===== src/rtl/fetch_unit_pkg.sv =====
// rtl/fetch_unit_pkg.sv - shared types and constants for the instruction-fetch stage
package fetch_unit_pkg;

  localparam int XLEN = 32;
  localparam logic [XLEN-1:0] NOP_INSTR = 32'h0000_0013;

  // Kept as a plain vector so any fetched word maps onto it without a cast check.
  typedef logic [6:0] opcode_t;

  localparam opcode_t OPC_LOAD   = 7'b0000011;
  localparam opcode_t OPC_IMM    = 7'b0010011;
  localparam opcode_t OPC_AUIPC  = 7'b0010111;
  localparam opcode_t OPC_STORE  = 7'b0100011;
  localparam opcode_t OPC_OP     = 7'b0110011;
  localparam opcode_t OPC_LUI    = 7'b0110111;
  localparam opcode_t OPC_BRANCH = 7'b1100011;
  localparam opcode_t OPC_JALR   = 7'b1100111;
  localparam opcode_t OPC_JAL    = 7'b1101111;
  localparam opcode_t OPC_SYSTEM = 7'b1110011;

endpackage


===== src/rtl/fetch_unit_fifo.sv =====
// rtl/fetch_unit_fifo.sv - instr_fifo: synchronous {pc, instr} response buffer, clear beats push
module instr_fifo #(
  parameter int DEPTH = 2,
  parameter int WIDTH = 64
) (
  input  logic                   clk,
  input  logic                   reset,
  input  logic                   clear,
  input  logic                   push,
  input  logic [WIDTH-1:0]       push_data,
  input  logic                   pop,
  output logic [WIDTH-1:0]       head_data,
  output logic [$clog2(DEPTH):0] count,
  output logic                   empty,
  output logic                   full
);

  localparam int AW = $clog2(DEPTH);
  localparam logic [AW:0] FULL_COUNT = DEPTH[AW:0];

  logic [WIDTH-1:0] mem [DEPTH];
  logic [AW-1:0]    wr_ptr;
  logic [AW-1:0]    rd_ptr;
  logic             do_push;
  logic             do_pop;

  assign empty     = (count == '0);
  assign full      = (count == FULL_COUNT);
  assign head_data = mem[rd_ptr];
  assign do_pop    = pop && !empty;
  assign do_push   = push && (!full || do_pop);

  always_ff @(posedge clk) begin
    if (reset || clear) begin
      wr_ptr <= '0;
      rd_ptr <= '0;
      count  <= '0;
    end else begin
      if (do_push) wr_ptr <= wr_ptr + AW'(1);
      if (do_pop)  rd_ptr <= rd_ptr + AW'(1);
      count <= count + {{AW{1'b0}}, do_push} - {{AW{1'b0}}, do_pop};
    end
  end

  always_ff @(posedge clk) begin
    if (do_push && !clear) mem[wr_ptr] <= push_data;
  end

endmodule


===== src/rtl/fetch_unit.sv =====
// rtl/fetch_unit.sv - IF stage: PC, credit-limited imem requests, response FIFO, F/D register
module fetch_unit
  import fetch_unit_pkg::*;
#(
  parameter logic [31:0] RESET_PC   = 32'h0000_0000,
  parameter int          FIFO_DEPTH = 2
) (
  input  logic        clk,
  input  logic        reset,
  output logic        imem_req,
  output logic [31:0] imem_addr,
  input  logic        imem_gnt,
  input  logic        imem_rvalid,
  input  logic [31:0] imem_rdata,
  input  logic        d_stall,
  input  logic        e_pc_src,
  input  logic [31:0] e_pc_target,
  output logic [31:0] d_instr,
  output logic [31:0] d_pc,
  output logic [31:0] d_pc_plus4,
  output logic        d_valid,
  output opcode_t     op,
  output logic [2:0]  funct3,
  output logic [6:0]  funct7
);

  localparam int CW = $clog2(FIFO_DEPTH) + 1;
  localparam logic [CW:0] MAX_INFLIGHT = FIFO_DEPTH[CW:0];

  logic [XLEN-1:0]   fpc;
  logic [XLEN-1:0]   resp_pc;
  logic [XLEN-1:0]   target_aligned;
  logic [CW-1:0]     outstanding;
  logic [CW-1:0]     drop_count;
  logic [CW-1:0]     fifo_count;
  logic [CW:0]       in_flight;
  logic [2*XLEN-1:0] fifo_head;
  logic              fifo_empty;
  logic              fifo_full;
  logic              issue;
  logic              accept;
  logic              bypass;
  logic              fifo_push;
  logic              fifo_pop;

  assign target_aligned = e_pc_target & ~32'd3;

  // Every issued request owns a FIFO slot, so responses can always be absorbed under stall.
  assign in_flight = {1'b0, outstanding} + {1'b0, fifo_count};
  assign imem_req  = !reset && !e_pc_src && !fifo_full && (in_flight < MAX_INFLIGHT);
  assign imem_addr = fpc;
  assign issue     = imem_req && imem_gnt;

  assign accept    = imem_rvalid && (drop_count == '0) && !e_pc_src;
  assign bypass    = accept && fifo_empty && !d_stall;
  assign fifo_push = accept && !bypass;
  assign fifo_pop  = !d_stall && !fifo_empty && !e_pc_src;

  instr_fifo #(
    .DEPTH (FIFO_DEPTH),
    .WIDTH (2*XLEN)
  ) u_fifo (
    .clk       (clk),
    .reset     (reset),
    .clear     (e_pc_src),
    .push      (fifo_push),
    .push_data ({resp_pc, imem_rdata}),
    .pop       (fifo_pop),
    .head_data (fifo_head),
    .count     (fifo_count),
    .empty     (fifo_empty),
    .full      (fifo_full)
  );

  always_ff @(posedge clk) begin
    if (reset) begin
      fpc         <= RESET_PC;
      resp_pc     <= RESET_PC;
      outstanding <= '0;
      drop_count  <= '0;
    end else begin
      outstanding <= outstanding + CW'(issue) - CW'(imem_rvalid);
      if (e_pc_src) begin
        fpc        <= target_aligned;
        resp_pc    <= target_aligned;
        // A response landing in the redirect cycle is already wrong-path, so it is not counted.
        drop_count <= outstanding - CW'(imem_rvalid);
      end else begin
        if (issue) fpc <= fpc + 32'd4;
        if (imem_rvalid && (drop_count != '0)) drop_count <= drop_count - CW'(1);
        if (accept) resp_pc <= resp_pc + 32'd4;
      end
    end
  end

  always_ff @(posedge clk) begin
    if (reset) begin
      d_instr <= NOP_INSTR;
      d_pc    <= RESET_PC;
      d_valid <= 1'b0;
    end else if (e_pc_src) begin
      d_instr <= NOP_INSTR;
      d_valid <= 1'b0;
    end else if (!d_stall) begin
      if (!fifo_empty) begin
        {d_pc, d_instr} <= fifo_head;
        d_valid         <= 1'b1;
      end else if (bypass) begin
        d_pc    <= resp_pc;
        d_instr <= imem_rdata;
        d_valid <= 1'b1;
      end else begin
        d_instr <= NOP_INSTR;
        d_valid <= 1'b0;
      end
    end
  end

  assign d_pc_plus4 = d_pc + 32'd4;
  assign op         = d_instr[6:0];
  assign funct3     = d_instr[14:12];
  assign funct7     = d_instr[31:25];

endmodule


===== config.mk =====
export PLATFORM = sky130hd
export DESIGN_NAME = fetch_unit
export DESIGN_NICKNAME = d
export VERILOG_FILES = /design/src/rtl/fetch_unit_pkg.sv /design/src/rtl/fetch_unit_fifo.sv /design/src/rtl/fetch_unit.sv
export SDC_FILE = /design/constraint.sdc
export NUM_CORES = 1
export LEC_CHECK = 0
export BUFFER_PORTS_ARGS = -buffer_cell sky130_fd_sc_hd__buf_4
export CAP_MARGIN = 10
export CORE_MARGIN = 2
export CORE_UTILIZATION = 50
export CTS_CLUSTER_SIZE = 10
export DETAILED_ROUTE_END_ITERATION = 6
export PLACE_DENSITY_LB_ADDON = 0.15
export SKIP_LAST_GASP = 1
export SLEW_MARGIN = 10
export SYNTH_ARGS = -nofsm -noshare
export SYNTH_HDL_FRONTEND = slang
export SYNTH_SLANG_ARGS = --single-unit

===== constraint.sdc =====
create_clock -name clk -period 5.44 [get_ports clk]
set_input_delay 0.544 -clock clk [delete_from_list [all_inputs] [get_ports clk]]
set_output_delay 0.544 -clock clk [all_outputs]
set_load 0.02 [all_outputs]

## Word-level counts from Yosys, hierarchy flattened

Memories as Yosys holds them, arrays and structs flattened. A register that Yosys moved wholly into a read port is not among the register bits.
Index checks and enable logic that the tools add are counted.
W data, S select, Z words.

| cells by class | value |
|---|---|
| $add $sub $neg | 12 |
| magnitude comparators | 1 |
| eq/ne operators | 2 |
| multiplexer cells | 16 |
| bitwise gates (word level) | 2 |
| reductions and logical operators | 31 |

Operator list:

| operator | count |
|---|---|
| $mux W32 | 8 |
| $add A32 B3 Y32 const B | 3 |
| $logic_and A1 B1 Y1 | 15 |
| $reduce_bool A2 Y1 | 4 |
| $logic_not A1 Y1 | 6 |
| $mux W1 | 6 |
| $sub A2 B1 Y2 | 3 |
| $add A2 B1 Y2 | 2 |
| $logic_not A2 Y1 | 2 |
| $mux W2 | 2 |
| $add A2 B2 Y3 | 1 |
| $lt A3 B2 Y1 const B | 1 |
| $reduce_and A3 Y1 | 1 |
| $add A1 B1 Y1 const B | 2 |
| $eq A2 B2 Y1 const B | 1 |
| $logic_or A1 B1 Y1 | 2 |
| $ne A2 B1 Y1 const B | 1 |
| $not A1 Y1 | 2 |
| $reduce_or A2 Y1 | 1 |
| $sub A2 B1 Y2 const B | 1 |

| word-level totals | value |
|---|---|
| flip-flop bits (word level) | 137 |
| bits in writable memories | 128 |
| bits of input ports | 70 |
| output and inout port bits | 147 |
| logic and storage cells | 77 |
| memories kept | 1 |

Memory list:

| name | words | width | rd ports | clocked after Yosys merged registers in | wr ports | RTL line | text |
|---|---|---|---|---|---|---|---|
| u_fifo.mem | 2 | 64 | 1 | 1 | 1 | fetch_unit_fifo.sv:21 | `logic [WIDTH-1:0] mem [DEPTH];` |

## Logic depth before layout (Yosys ltp)

| logic depth | value |
|---|---|
| depth in word-level cells | 11 |
| gate-level depth with buffers | 10 |
| mapped depth without buffers | 10 |

## Modules after synthesis

From an unflattened synthesis, not the netlist that was laid out.

| unflattened totals | value |
|---|---|
| cells, all modules | 1,092 |
| area, all modules | 12,120.4 sq um |

Modules (own cells, without submodules):

| module | instances | cells each | area an instance (sq um) |
|---|---|---|---|
| fetch_unit | 1 | 863 | 7,270.7 |
| instr_fifo | 1 | 229 | 4,849.7 |

## Least setup slack after synthesis

OpenSTA, ideal clock, no wires.

| path | value |
|---|---|
| path kind | input to register |
| start point | input imem_rvalid |
| end point | memory u_fifo.mem[0][0] (enable) |
| library setup time | 0.482 ns |
| arrival time | 3.699 ns |
| data required time | 4.958 ns |
| setup slack | 1.259 ns |
| stages | 4 |
| path buffers | 1 |
| cells stage by stage | and2_1 buf_2 o211ai_1 nor2_1 |

| between the ends | value |
|---|---|
| word-level cells in the longest chain between the ends | 10 |

RTL lines:

| what | RTL line | text |
|---|---|---|
| start: declaration | fetch_unit.sv:13 | `input logic imem_rvalid,` |
| $logic_and A1 B1 Y1 * (2 in series) | fetch_unit.sv:54 | `assign accept = imem_rvalid && (drop_count == '0) && !e_pc_src;` |
| $logic_and A1 B1 Y1 (2 in series) | fetch_unit.sv:55 | `assign bypass = accept && fifo_empty && !d_stall;` |
| $logic_not A1 Y1 | fetch_unit.sv:56 | `assign fifo_push = accept && !bypass;` |
| $logic_and A1 B1 Y1 * | fetch_unit.sv:56 |  |
| $logic_and A1 B1 Y1 * | fetch_unit_fifo.sv:31 | `assign do_push = push && (!full \|\| do_pop);` |
| $logic_and A1 B1 Y1 * | fetch_unit_fifo.sv:46 | `if (do_push && !clear) mem[wr_ptr] <= push_data;` |
| $mux W1 * | fetch_unit_fifo.sv:46 |  |
| $mux W1 (implied by the code) * | fetch_unit_fifo.sv:46 |  |
| end: declaration | fetch_unit_fifo.sv:21 |  |

Every way passes the cells marked *; elsewhere a longest branch is shown, timed or not.

## Worst setup path after layout

| path | value |
|---|---|
| start point | register u_fifo.count[0] |
| end point | register outstanding[1] |

| between the ends | value |
|---|---|
| word-level cells in the longest chain between the ends | 7 |
| elaborated cells on any way between the ends | 9 |
| classes of those cells | add/sub (3); order compare (1); eq/ne (1); reduce/logical (4) |

RTL lines:

| what | RTL line | text |
|---|---|---|
| start: declaration | fetch_unit_fifo.sv:13 | `output logic [$clog2(DEPTH):0] count,` |
| start signal: assignment | fetch_unit_fifo.sv:41 | `count <= count + {{AW{1'b0}}, do_push} - {{AW{1'b0}}, do_pop};` |
| parallel branches: the longest is 3 deep, another holds $add A2 B2 Y3 | - |  |
| $logic_and A1 B1 Y1 * | fetch_unit.sv:50 | `assign imem_req = !reset && !e_pc_src && !fifo_full && (in_flight < MAX_INFLIGHT);` |
| $logic_and A1 B1 Y1 * | fetch_unit.sv:52 | `assign issue = imem_req && imem_gnt;` |
| $add A2 B1 Y2 * | fetch_unit.sv:82 | `outstanding <= outstanding + CW'(issue) - CW'(imem_rvalid);` |
| $sub A2 B1 Y2 * | fetch_unit.sv:82 |  |
| end signal: assignment | fetch_unit.sv:82 |  |
| end: declaration | fetch_unit.sv:33 | `logic [CW-1:0] outstanding;` |

Mark *: on every way between the ends.
A chain may end at the register's enable or synchronous reset.

==> reports/summary.txt <==
power per cell area -> 303 mW/mm2
dpl ws -> 2.09 ns
clock tree from TritonCTS -> built
Worst R2R Start -> u_fifo.count[0]
final worst path period need -> 2.97 ns
Most Crowded Layer GR -> met2
most common library cells after synthesis -> 132 x sky130_fd_sc_hd__dfxtp_1, 124 x sky130_fd_sc_hd__edfxtp_1, 104 x sky130_fd_sc_hd__nor2_1
Yosys top cell area share -> 31.9%
CP Capture Type -> flop
post-route worst setup slack -> 2.47 ns
path type of the worst setup path -> flop to flop
arrival time of data at the critical path endpoint -> 3.37 ns
Initial Utilization -> 51.3%
clock input transition at the sequential cells of the worst setup and hold paths -> 0.06 ns
length of the first detailed-routing pass in iterations -> 5
vias -> 8450
Net Sw Frac -> 23.7%
RSZ-0062 raised after global routing -> no
count of routing violations after the opening detailed-route iteration -> 519
buffer cell driving the clock tree root -> sky130_fd_sc_hd__clkbuf_16
Port Buffer Count -> 208
Synth area leaders -> sky130_fd_sc_hd__edfxtp_1 32%, sky130_fd_sc_hd__dfxtp_1 23%, sky130_fd_sc_hd__xnor2_1 4.0%, sky130_fd_sc_hd__nor2_1 3.3%, sky130_fd_sc_hd__mux2i_1 3.0%
Main synth FF type -> sky130_fd_sc_hd__dfxtp_1
met1 capacity usage during global routing -> 31.5%
start point of the critical path -> u_fifo.count[0]
leakage component of the power -> 5.22 nW
Final setup viols -> 0
Post-Syn Instances -> 1062
number of enable-type register cells in the synthesized netlist -> 124
I/O pin count -> 217
fraction of the yosys area taken by sequential cells -> 54.5%
Worst Path Max Fanout -> 26
Final Wtd Congestion -> 0.839
Avg Cell Area, Syn -> 11.0 um2
async set or reset register ratio after synthesis -> 0%
Worst Tran Pin Value -> 1.10 ns
ratio of final minimum period to clock period -> 54.6%
Critical Path RT -> 5.84 ns
Post-CTS Hold Buffers -> 0
count of state elements after synthesis -> 256
die width -> 157 um
worst hold margin -> 0.203 ns
global-route wire length before repair -> 41.8 mm
via count of the first global-routing pass -> 8004
wire length reported by the detailed router -> 26.3 mm
chip height -> 157 um
count of warnings emitted by yosys -> 0
Inserted Diodes -> 0
Switching Power -> 1.01 mW
overall die area -> 0.0246 mm2
internal cell power -> 3.27 mW
antenna-violating nets left -> 0
placed standard-cell area -> 0.0133 mm2
pin count of the biggest net entering global routing -> 93
fraction of layout instances using a drive strength above 1 -> 24.1%
number of remaining DRC errors -> 0
Post-Route Skew -> 0.0154 ns
highest clock frequency the design can meet -> 337 MHz
GRT Residual Overflow -> 0
worst-skew pair later-pin latency -> 0.53 ns
hold violation total from the final report -> 0
part of the total power dissipated in combinational logic -> 9.7%
number of antenna violations at the first check in global routing -> 0
post-CTS resize count -> 0
worst rel slew slack -> 26.6%
signed area change from the synthesized netlist to the final layout -> 20.9%
Post-layout nets -> 1305
core area -> 0.0228 mm2
largest area contributor in the synthesized netlist -> sky130_fd_sc_hd__edfxtp_1
sum of negative setup slack -> 0 ns
Total Routing Usage GR -> 21.0%
area of the mapped netlist -> 0.0117 mm2
Worst Min Path Start -> imem_rdata[19]
M3 GR Usage -> 3.05%
most numerous cell in the Yosys netlist -> sky130_fd_sc_hd__dfxtp_1
Clock Power Share -> 39.5%
sequential share of power -> 50.7%
number of buffers inserted by post-CTS setup repair -> 0
layout filler cell count -> 1900
final core utilization -> 62.0%
post-DR vias/cell -> 5.42
number of cell rows -> 55
Startpoint Class -> flop
worst voltage drop across the vdd grid -> 185 uV
Netlist cell types -> 61
detail-routed net length per standard cell -> 16.8 um
Max-cap violations -> 0
path class of the lowest-slack min-delay path -> input pin to flop
number of H-tree branching levels -> 1
half-perimeter wire length after placement -> 17.0 mm
Final Max Slew Viols -> 0
final design area excluding fillers -> 0.0141 mm2
result of the run -> finished clean
number of CTS-inserted buffers -> 29
global routing met2 resource utilization -> 32.4%
maximum clock path buffer count -> 3
clock sink count -> 256
==> area by class of cell <==
class                      instances  area (um2)  area share (%)
clock buffer                      51         808            5.72
tap                              313         392            2.77
sequential                       256        6370            45.1
timing repair buffer             214        1630            11.5
multi-input combinational        683        4760            33.7
clock inverter                     1        8.76          0.0620
inverter                          42         158            1.12
==> stage by stage <==
step,std cells,total power [mW]
3_5_place_dp,1508,2.63
3_3_place_gp,1508,2.62
4_1_cts,1560,4.32
6_report,1560,4.28
5_1_grt,1560,4.44
2_1_floorplan,1067,2.47
==> registers in the layout, summed over array words and instances, names as in the netlist, 2 cells and up, named ones only <==
name and cells:
drop_count 2, outstanding 2, d_instr 32, u_fifo.count 2, resp_pc 30, imem_addr 30, d_pc 30, u_fifo.mem 124
==> path summary, 6_finish.rpt <==
| path | end | slack [ns] | depth (start not counted) |
|---|---|---|---|
| worst max register to register | outstanding[1] | 2.47 | 11 |
| worst min-delay path | u_fifo.mem[1][19] | 0.20 | 1 |
| worst min register to register | d_instr[0] | 0.49 | 1 |
| worst max-delay path | outstanding[1] | 2.47 | 11 |
==> power by group through the flow <==
stage          sequential (mW)  combinational, mW  clock (mW)
2_1_floorplan             2.22              0.241           0
3_3_place_gp              2.21              0.410           0
5_1_grt                   2.18              0.459        1.80
3_5_place_dp              2.21              0.416           0
4_1_cts                   2.17              0.419        1.73
6_report                  2.17              0.417        1.69
==> routing by layer <==
| layer | wire length [um] | share of wire [%] |
|---|---|---|
| met5 | 0 | 0 |
| met4 | 263 | 1.0 |
| met3 | 1560 | 5.9 |
| met2 | 11800 | 45 |
| met1 | 12700 | 48 |
==> cell families after synthesis <==
family | count (synthesis) | synth area share (%)
AOI/OAI and AO/OA | 195 | 11.6
xor gates and xnor gates | 89 | 6.67
adders and majority gates | 9 | 1.03
buffers and inverters | 128 | 5.17
DFF | 256 | 54.5
muxes | 64 | 5.79
other | 1 | 0.0321
and+or+nand+nor | 320 | 15.2
==> cells in the final DEF, fill, tap and decap left out, types with 29 or more instances in the layout <==
| cell type | n |
|---|---|
| sky130_fd_sc_hd__xor2_1 | 35 |
| sky130_fd_sc_hd__a211oi_1 | 37 |
| sky130_fd_sc_hd__nor2b_1 | 29 |
| sky130_fd_sc_hd__mux2i_1 | 35 |
| sky130_fd_sc_hd__nor2_1 | 102 |
| sky130_fd_sc_hd__inv_1 | 42 |
| sky130_fd_sc_hd__a21oi_1 | 63 |
| sky130_fd_sc_hd__nand4_1 | 32 |
| sky130_fd_sc_hd__buf_4 | 212 |
| sky130_fd_sc_hd__nor3_1 | 43 |
| sky130_fd_sc_hd__xnor2_1 | 54 |
| sky130_fd_sc_hd__edfxtp_1 | 124 |
| sky130_fd_sc_hd__dfxtp_1 | 131 |
| sky130_fd_sc_hd__clkbuf_16 | 29 |
| sky130_fd_sc_hd__a221oi_1 | 30 |
| sky130_fd_sc_hd__mux2_2 | 29 |
==> critical path, cell delays in order, from the launching register on <==
cell	delay [ns]
sky130_fd_sc_hd__dfxtp_1	0.46
sky130_fd_sc_hd__inv_1	0.09
sky130_fd_sc_hd__nor2_1	0.14
sky130_fd_sc_hd__fa_1	0.49
sky130_fd_sc_hd__nor4b_4	0.29
sky130_fd_sc_hd__buf_4	0.33
sky130_fd_sc_hd__or2b_1	0.32
sky130_fd_sc_hd__ha_1	0.29
sky130_fd_sc_hd__inv_1	0.04
sky130_fd_sc_hd__ha_1	0.18
sky130_fd_sc_hd__xnor2_1	0.16
sky130_fd_sc_hd__nor2_1	0.05
Note: power is estimated with default switching activity, not from simulation.
